<file path="config.mk">
export PLATFORM = sky130hd
export DESIGN_NAME = sound_mixer
export DESIGN_NICKNAME = d
export VERILOG_FILES = /design/src/rtl/sound_mixer.sv
export SDC_FILE = /design/constraint.sdc
export NUM_CORES = 1
export LEC_CHECK = 0
export ABC_AREA = 1
export CAP_MARGIN = 20
export CORE_MARGIN = 2
export CORE_UTILIZATION = 45
export CTS_CLUSTER_DIAMETER = 80
export CTS_CLUSTER_SIZE = 16
export DETAILED_ROUTE_END_ITERATION = 6
export GPL_TIMING_DRIVEN = 0
export PLACE_DENSITY = 0.67
export RECOVER_POWER = 100
export SLEW_MARGIN = 20
export SYNTH_ARGS = -nofsm -noshare
export SYNTH_HDL_FRONTEND = slang
export SYNTH_SLANG_ARGS = --single-unit
</file>
<file path="constraint.sdc">
create_clock -name clk -period 3.45 [get_ports clk]
set_clock_uncertainty 0.05 [all_clocks]
set_input_delay 0.345 -clock clk [delete_from_list [all_inputs] [get_ports clk]]
set_output_delay 0.345 -clock clk [all_outputs]
set_load 0.02 [all_outputs]
</file>
<file path="src/rtl/sound_mixer.sv">
// Stereo mixer: snapshots four 4-bit channel levels per sample strobe, routes them
// onto left/right buses, applies master volume and DC removal, and hands off via valid/ready.
module sound_mixer #(
    parameter int SAMPLE_W   = 20,
    parameter int DC_OFFSET  = 240,
    parameter int GAIN_SHIFT = 10
) (
    input  logic                clk,
    input  logic                reset,
    input  logic                sample_strobe,
    input  logic [3:0]          ch1_level,
    input  logic [3:0]          ch2_level,
    input  logic [3:0]          ch3_level,
    input  logic [3:0]          ch4_level,
    input  logic [7:0]          nr50,
    input  logic [7:0]          nr51,
    input  logic                sound_on,
    output logic [SAMPLE_W-1:0] sample_left,
    output logic [SAMPLE_W-1:0] sample_right,
    output logic                sample_valid,
    input  logic                sample_ready,
    output logic                busy,
    output logic [7:0]          overrun_count
);

    typedef enum logic [1:0] {
        IDLE  = 2'd0,
        ACCUM = 2'd1,
        SCALE = 2'd2,
        OUT   = 2'd3
    } state_t;

    localparam logic [SAMPLE_W-1:0] DC_OFF_W = SAMPLE_W'(DC_OFFSET);

    // Bus scaling: acc * (vol + 1) fits 9 bits (60 * 8 = 480), then offset removal and gain.
    function automatic logic [SAMPLE_W-1:0] scale_bus(input logic [5:0] acc, input logic [2:0] vol);
        logic [8:0]          scaled;
        logic [SAMPLE_W-1:0] centred;
        scaled  = {3'b000, acc} * {6'b000000, vol} + {3'b000, acc};
        centred = {{(SAMPLE_W-9){1'b0}}, scaled} - DC_OFF_W;
        return centred << GAIN_SHIFT;
    endfunction

    state_t                state_q, state_d;
    logic [1:0]            idx_q, idx_d;
    logic [3:0][3:0]       lvl_q, lvl_d;
    logic [7:0]            nr50_q, nr50_d;
    logic [7:0]            nr51_q, nr51_d;
    logic                  on_q, on_d;
    logic [5:0]            acc_l_q, acc_l_d;
    logic [5:0]            acc_r_q, acc_r_d;
    logic [SAMPLE_W-1:0]   left_q, left_d;
    logic [SAMPLE_W-1:0]   right_q, right_d;
    logic                  valid_q, valid_d;
    logic [7:0]            ovr_q, ovr_d;
    logic                  accept_s;
    logic                  drop_s;
    logic [3:0]            lvl_sel_s;

    // Next-state, accumulation, scaling and overrun logic.
    always_comb begin
        state_d   = state_q;
        idx_d     = idx_q;
        lvl_d     = lvl_q;
        nr50_d    = nr50_q;
        nr51_d    = nr51_q;
        on_d      = on_q;
        acc_l_d   = acc_l_q;
        acc_r_d   = acc_r_q;
        left_d    = left_q;
        right_d   = right_q;
        valid_d   = valid_q;
        ovr_d     = ovr_q;
        accept_s  = 1'b0;
        drop_s    = 1'b0;
        lvl_sel_s = lvl_q[idx_q];

        case (state_q)
            IDLE: begin
                if (sample_strobe) begin
                    accept_s = 1'b1;
                end else begin
                    state_d = IDLE;
                end
            end
            ACCUM: begin
                if (nr51_q[3'd4 + {1'b0, idx_q}]) begin
                    acc_l_d = acc_l_q + {2'b00, lvl_sel_s};
                end else begin
                    acc_l_d = acc_l_q;
                end
                if (nr51_q[{1'b0, idx_q}]) begin
                    acc_r_d = acc_r_q + {2'b00, lvl_sel_s};
                end else begin
                    acc_r_d = acc_r_q;
                end
                idx_d = idx_q + 2'd1;
                if (idx_q == 2'd3) begin
                    state_d = SCALE;
                end else begin
                    state_d = ACCUM;
                end
                drop_s = sample_strobe;
            end
            SCALE: begin
                if (on_q) begin
                    left_d  = scale_bus(acc_l_q, nr50_q[6:4]);
                    right_d = scale_bus(acc_r_q, nr50_q[2:0]);
                end else begin
                    left_d  = '0;
                    right_d = '0;
                end
                valid_d = 1'b1;
                state_d = OUT;
                drop_s  = sample_strobe;
            end
            OUT: begin
                if (sample_ready) begin
                    valid_d = 1'b0;
                    state_d = IDLE;
                    accept_s = sample_strobe;
                end else begin
                    drop_s = sample_strobe;
                end
            end
            default: begin
                state_d = IDLE;
                valid_d = 1'b0;
            end
        endcase

        if (accept_s) begin
            lvl_d   = {ch4_level, ch3_level, ch2_level, ch1_level};
            nr50_d  = nr50;
            nr51_d  = nr51;
            on_d    = sound_on;
            acc_l_d = 6'd0;
            acc_r_d = 6'd0;
            idx_d   = 2'd0;
            state_d = ACCUM;
        end else begin
            lvl_d = lvl_d;
        end

        if (drop_s && (ovr_q != 8'hFF)) begin
            ovr_d = ovr_q + 8'd1;
        end else begin
            ovr_d = ovr_q;
        end
    end

    // State and datapath registers.
    always_ff @(posedge clk or negedge reset) begin
        if (!reset) begin
            state_q <= IDLE;
            idx_q   <= 2'd0;
            lvl_q   <= '0;
            nr50_q  <= 8'd0;
            nr51_q  <= 8'd0;
            on_q    <= 1'b0;
            acc_l_q <= 6'd0;
            acc_r_q <= 6'd0;
            left_q  <= '0;
            right_q <= '0;
            valid_q <= 1'b0;
            ovr_q   <= 8'd0;
        end else begin
            state_q <= state_d;
            idx_q   <= idx_d;
            lvl_q   <= lvl_d;
            nr50_q  <= nr50_d;
            nr51_q  <= nr51_d;
            on_q    <= on_d;
            acc_l_q <= acc_l_d;
            acc_r_q <= acc_r_d;
            left_q  <= left_d;
            right_q <= right_d;
            valid_q <= valid_d;
            ovr_q   <= ovr_d;
        end
    end

    assign sample_left   = left_q;
    assign sample_right  = right_q;
    assign sample_valid  = valid_q;
    assign busy          = (state_q != IDLE);
    assign overrun_count = ovr_q;

endmodule

</file>
==> out/results.ini, run 1 <==
[synth]
synth_compound_area_share_pct = 7.277
synth.distinct_cells = 34
synth_top_family_by_area = simple AND/OR/NAND/NOR gates
synthAdderAreaFrac_pct = 16.53
yosys_warnings = 0
synth_common_cells = nand2_1 (258), inv_1 (129), dfrtp_1 (76)
yosys-top-cells-area = dfrtp_1 (35%), nand2_1 (18%), ha_1 (9.2%)
synth-main-ff-cell = dfrtp_1
avgSynthCellArea_um2 = 7.476
syn_inst = 729
synth_top_area_cell = dfrtp_1
ys_seq_area_share_pct = 34.89
synth_area_um2 = 5450
yosysMostFrequentCell = nand2_1
synth-simple-area-share_pct = 26.49
synth.mux.area_fraction_pct = 0
synth_edf_count = 0
ys_seq_elements = 76
postSynth.asyncResetShare_pct = 100.0
synth_top_area_share_pct = 34.89
synth_xor_xnor_area_share_pct = 1.607

[worst_setup_path]
r2r_slack_ns = 0.21
cp.required_ns = 3.63
startpoint = acc_r_q[2]
reg2regPathDepth = 19
r2r-start = acc_r_q[2]
crit_end = sample_right[18]
worstReg2RegEnd = sample_right[18]
cp.arrival_ns = 3.42
worstSetupStartpointType = flop
crit_fanout = 6
worstSetupPathType = reg -> reg
crit_path_end_kind = flop

[placement]
portBuffers = 64
place_congestion = 0.8114
hpwl_mm = 9.352
placed_area_um2 = 6371

[cells_and_area]
final_util_pct = 56.43
nets = 920
num-fill-cells = 1124
drive_above_1_share_pct = 7.126
fin_area_um2 = 6721
seqCellArea_um2 = 1912
n_antenna_cell = 0
areaGrowthSynthToFinish_pct = 23.32
multi_input_area_um2 = 2914

[grt]
grt_overflow = 0
grt_pass1_wl_mm = 20.99
grt_max_degree = 57
grtUsageTotal_pct = 20.24
antenna_found_initial = 0
grt_pass1_vias = 4573

[timing]
setup_viol = 0
post-route-period-util_pct = 93.86
fin_crit_ns = 3.238
max_freq_mhz = 308.8
finalHoldViolCount = 0
worst_pin_slew_ns = 1.391
hold-worst-slack_ns = 0.4249
slew_viol_final = 0
relSlewSlack_pct = 7.250
rsz0062_at_grt = false

[drt]
routedWlPerCell_um = 12.59
drc = 0
viasPerCell = 4.800
ant_nets = 0
vias = 4680
wl_mm = 12.27
drtIter0Drc = 241
first_pass_iters = 4

[power]
switching_power_mw = 2.136
p_int_mw = 2.839
irDropWorstVdd_uv = 538.6
power.total_mw = 4.975
p_sw_share_pct = 42.94
p_leak_nw = 3.828
cellPowerDensity_nw_per_um2 = 740.2
seq_power_share_pct = 30.7
p_clk_share_pct = 21.4
power_frac_comb_pct = 47.9

[floorplanning]
ioPinCount = 87
initial_core_util_pct = 45.76
die_x_um = 114.1
fp.dieH_um = 114.1
std_cell_rows = 40
coreArea_um2 = 11910
dieArea_um2 = 13010

[cts]
ctsHtreeMaxLevel = 3
clkTransAtPathRegs_ns = 0.06
cts_tree = built
cts_setup_buffers = 0
cts-root-buf = clkbuf_16
clockBufferDepth = 2
clk_latency_ns = 0.34
cts-buffers-inserted = 9
cts.sinks = 76

[outcome]
status = completed

[hold_path]
holdPathStages = 2
hold_class = reg -> reg

[flow_run]
cap_viol_max_count = 0

==> worst min path at each step <==
stage	end	slack, ns	start
final	lvl_q[7]	0.42	lvl_q[7]
after global routing	lvl_q[7]	0.43	lvl_q[7]
after CTS	nr50_q[1]	0.40	reset
after detailed placement	nr50_q[1]	0.22	reset
after global placement	lvl_q[8]	0.41	lvl_q[8]
after floorplan	acc_l_q[0]	-0.0006	reset
==> placed cells by master, fill, tap and decap left out, drive strengths merged, types with 3 or more instances in the layout <==
cell and count:
xor2 5, nand3 45, dfrtp 76, a31oi 3, inv 132, a21oi 12, fa 20, buf 24
ha 40, nand4 8, o22ai 5, xnor2 5, nand2 261, o21ai 31, dlygate4sd3 31, a22o 6
conb 20, clkdlybuf4s50 33, clkbuf 22, nor2 32
==> logic make-up after synthesis <==
| logic type | count (synthesis) |
|---|---|
| simple gates | 352 |
| buf+inv | 166 |
| compound gates | 64 |
| xor+xnor | 10 |
| other cells | 1 |
| flops | 76 |
| fa+ha+maj | 60 |
==> cell type report <==
| type | instances | share of cell area (%) |
|---|---|---|
| Buffer | 32 | 3.090 |
| Clock buffer | 12 | 3.965 |
| Clock inverter | 4 | 1.042 |
| Timing Repair Buffer | 66 | 9.996 |
| Tap cell | 147 | 2.736 |
| Sequential cell | 76 | 28.44 |
| Inverter | 132 | 7.372 |
| Multi-Input combinational cell | 506 | 43.35 |
==> power by group through the flow <==
stage                     Clock (mW)  Sequential, mW  Combinational [mW]
after floorplan                    0            1.54                1.63
after global placement             0            1.50                2.32
after detailed placement           0            1.51                2.42
after CTS                       1.08            1.50                2.45
after global routing            1.12            1.58                2.73
final                           1.06            1.53                2.38
==> per-layer routing <==
layer  share of wire [%]  GRT usage, %  up-vias
li1                    -             -     2402
met1                  46         26.08     2161
met2                  48         34.48      106
met3                 4.5         4.606       11
met4                 1.0         5.366        0
met5                   0             0        -
==> sequential cells by signal (all words and copies together), names as in the netlist <==
signal         cells
sample_left       10
lvl_q             16
on_q               1
overrun_count      8
idx_q              2
nr50_q             6
acc_l_q            6
sample_right      10
acc_r_q            6
nr51_q             8
sample_valid       1
state_q            2
==> worst max-delay path, stage by stage (launching register included) <==
cell and delay, ns:
dfrtp_2 0.47, nand2_1 0.09, inv_1 0.05, fa_1 0.52
inv_1 0.05, fa_1 0.50, inv_1 0.04, ha_2 0.36
nand2_1 0.06, nand2_1 0.07, inv_1 0.05, nand2_1 0.06
nand2_1 0.05, nand2_1 0.08, inv_1 0.05, ha_1 0.22
nand3_1 0.16, nor2_1 0.06, nand2_1 0.06, nand3_1 0.07
==> through the flow <==
| stage | setup TNS, ns | worst slack, ns | std cells |
|---|---|---|---|
| 2_1_floorplan | 0 | 0.4121 | 748 |
| 3_3_place_gp | -56.78 | -0.7533 | 959 |
| 3_5_place_dp | 0 | 0.1242 | 960 |
| 4_1_cts | 0 | 0.03989 | 977 |
| 5_1_grt | 0 | 0.001068 | 975 |
| 6_report | 0 | 0.2120 | 975 |
==> repair_timing <==
action                     in CTS  in global routing
gates resized for setup         0                 13
setup endpoints to repair       0                  9
hold endpoints to repair       20                  0
hold buffers                    1                  0
Note: power is estimated with default switching activity, not from simulation.
==> run 2: changes to the inputs <==
PLACE_DENSITY = default   (was 0.67)
PLACE_DENSITY_LB_ADDON = 0.2   (was default)
==> run 2 against run 1 <==
Compared with the run above: the flow now finishes with violations (max-capacitance violations, max-slew violations); setup slack gained 0.0068 ns; first-iteration DRC count shrank 21%; utilization grew 0.17 points; largest power group unchanged; via count shrank 0.77%; critical path depth shrank 5; total power grew 0.29%; largest cell class unchanged.
==> out/results.ini, run 2 (synthesis results as in run 1) <==
[cells_and_area]
final_cell_mix = nand2_1 (260), inv_1 (131), dfrtp_1 (73), nand3_1 (42), ha_1 (37)
nets = 920
drive_above_1_share_pct = 6.763
largest_reg_flops = 16
layout_commonest_cell = nand2_1
areaGrowthSynthToFinish_pct = 23.69
fin_area_um2 = 6741
n_antenna_cell = 0
regMostFlops = lvl_q
final_util_pct = 56.60

[timing]
tns_ns = 0
post-route-period-util_pct = 93.66
finalHoldViolCount = 0
fin_crit_ns = 3.231
setup_viol = 0
relSlewSlack_pct = -43.60
worst_pin_slew_ns = 2.154
slew_viol_final = 38
rsz0062_at_grt = false
hold-worst-slack_ns = 0.4246
max_freq_mhz = 309.5

[outcome]
violations = max-capacitance violations, max-slew violations
status = finished, violations left

[grt]
grtUsageTotal_pct = 19.55
grt_overflow = 0
antenna_found_initial = 0
grt_pass1_vias = 4568
grt_max_degree = 40
grt_pass1_wl_mm = 20.64

[worst_setup_path]
worstSetupPathType = reg -> reg
crit_path_end_kind = flop
cp.required_ns = 3.62
crit_buf_inv = 2
worstReg2RegEnd = sample_left[18]
cp.arrival_ns = 3.40
r2r_slack_ns = 0.22
cp.depth = 14
crit_family = adder cells
crit_slowest_cell = fa_1
worst_path_largest_cell_delay_ns = 0.55
r2r-start = nr50_q[6]
path_cells = nand2_1, fa_1, inv_1, fa_1, fa_1, nand3_1, nand3b_1, nand2_1, inv_1, ha_1, nand3_1, nor2_1, nand2_1, nand3_1
crit_fanout = 7
reg2regPathDepth = 14
worstSetupStartpointType = flop

[floorplanning]
std_cell_rows = 40
fp.dieH_um = 114.1
initial_core_util_pct = 45.76
coreArea_um2 = 11910
die_x_um = 114.1
dieArea_um2 = 13010
ioPinCount = 87

[flow_run]
cap_viol_max_count = 1

[cts]
clk_latency_ns = 0.34
clkTransAtPathRegs_ns = 0.06
clockBufferDepth = 2
cts_setup_buffers = 0
cts-root-buf = clkbuf_16
cts.sinks = 76
cts-buffers-inserted = 9
ctsHtreeMaxLevel = 3
cts_tree = built

[drt]
viasPerCell = 4.763
drtIter0Drc = 191
drc = 0
first_pass_iters = 4
ant_nets = 0
wl_mm = 11.81
routedWlPerCell_um = 12.11
vias = 4644

[hold_path]
hold_class = reg -> reg
min_to = sample_left[14]
hold_start = sample_left[14]
holdPathStages = 2

[placement]
placed_area_um2 = 6364
place_congestion = 0.7880
hpwl_mm = 9.144
portBuffers = 64

[power]
p_clk_share_pct = 22.1
seq_power_share_pct = 30.5
cellPowerDensity_nw_per_um2 = 740.1
power_frac_comb_pct = 47.4
p_leak_nw = 3.836
irDropWorstVdd_uv = 358.0
p_sw_share_pct = 42.44
power.total_mw = 4.989
switching_power_mw = 2.117
p_int_mw = 2.872

[run 2: per-layer routing]
layer | wire [µm] | part of all wire [%] | vias up | track usage (%)
met5 | 0 | 0 | - | 0
met4 | 121 | 1.0 | 0 | 5.691
met3 | 441 | 3.7 | 12 | 4.341
met2 | 5690 | 48 | 105 | 32.54
met1 | 5558 | 47 | 2120 | 25.72
li1 | - | - | 2407 | -
[run 2: area by class of cell]
type	count	area, µm²
well taps	147	183.9
flip-flops and latches	76	1906
inverters	132	495.5
fillers	1134	5170
clock inverters	6	111.4
multi-input cells	506	2934
plain buffers	32	207.7
clock buffers	10	239.0
repair buffers	66	664.4
[run 2: repair_timing]
item,CTS,global route
resized for setup,0,11
hold buffers,1,0
hold endpoints to repair,37,0
setup endpoints to repair,0,7
[run 2: through the flow]
step | std cells | setup WS, ns
global placement | 959 | -0.7022
finish | 975 | 0.2188
CTS | 977 | 0.02955
detailed placement | 960 | 0.07175
global route | 975 | 0.005482
floorplan | 748 | 0.4121
[run 2: power groups by stage]
| stage | Clock, mW | Sequential (mW) | Combinational [mW] |
|---|---|---|---|
| floorplan | 0 | 1.54 | 1.63 |
| global placement | 0 | 1.50 | 2.32 |
| detailed placement | 0 | 1.51 | 2.39 |
| CTS | 1.13 | 1.50 | 2.42 |
| global route | 1.16 | 1.57 | 2.74 |
| finish | 1.10 | 1.52 | 2.37 |
[run 2: how the worst max path moves through the flow]
stage	start	end	slack [ns]
6_report	nr50_q[6]	sample_left[18]	0.22
5_1_grt	acc_r_q[2]	sample_right[18]	0.005
4_1_cts	nr50_q[0]	sample_right[18]	0.03
3_5_place_dp	nr50_q[0]	sample_right[18]	0.07
3_3_place_gp	reset	overrun_count[6]	-0.70
2_1_floorplan	nr50_q[0]	sample_right[15]	0.41
[run 2: worst reg2reg max path: cells and delay by family (launching register included)]
kind / cells / cell delay, ns
fa+ha+maj: 4 / 1.78
buf+inv: 2 / 0.10
flops: 1 / 0.48
simple gates: 8 / 0.70
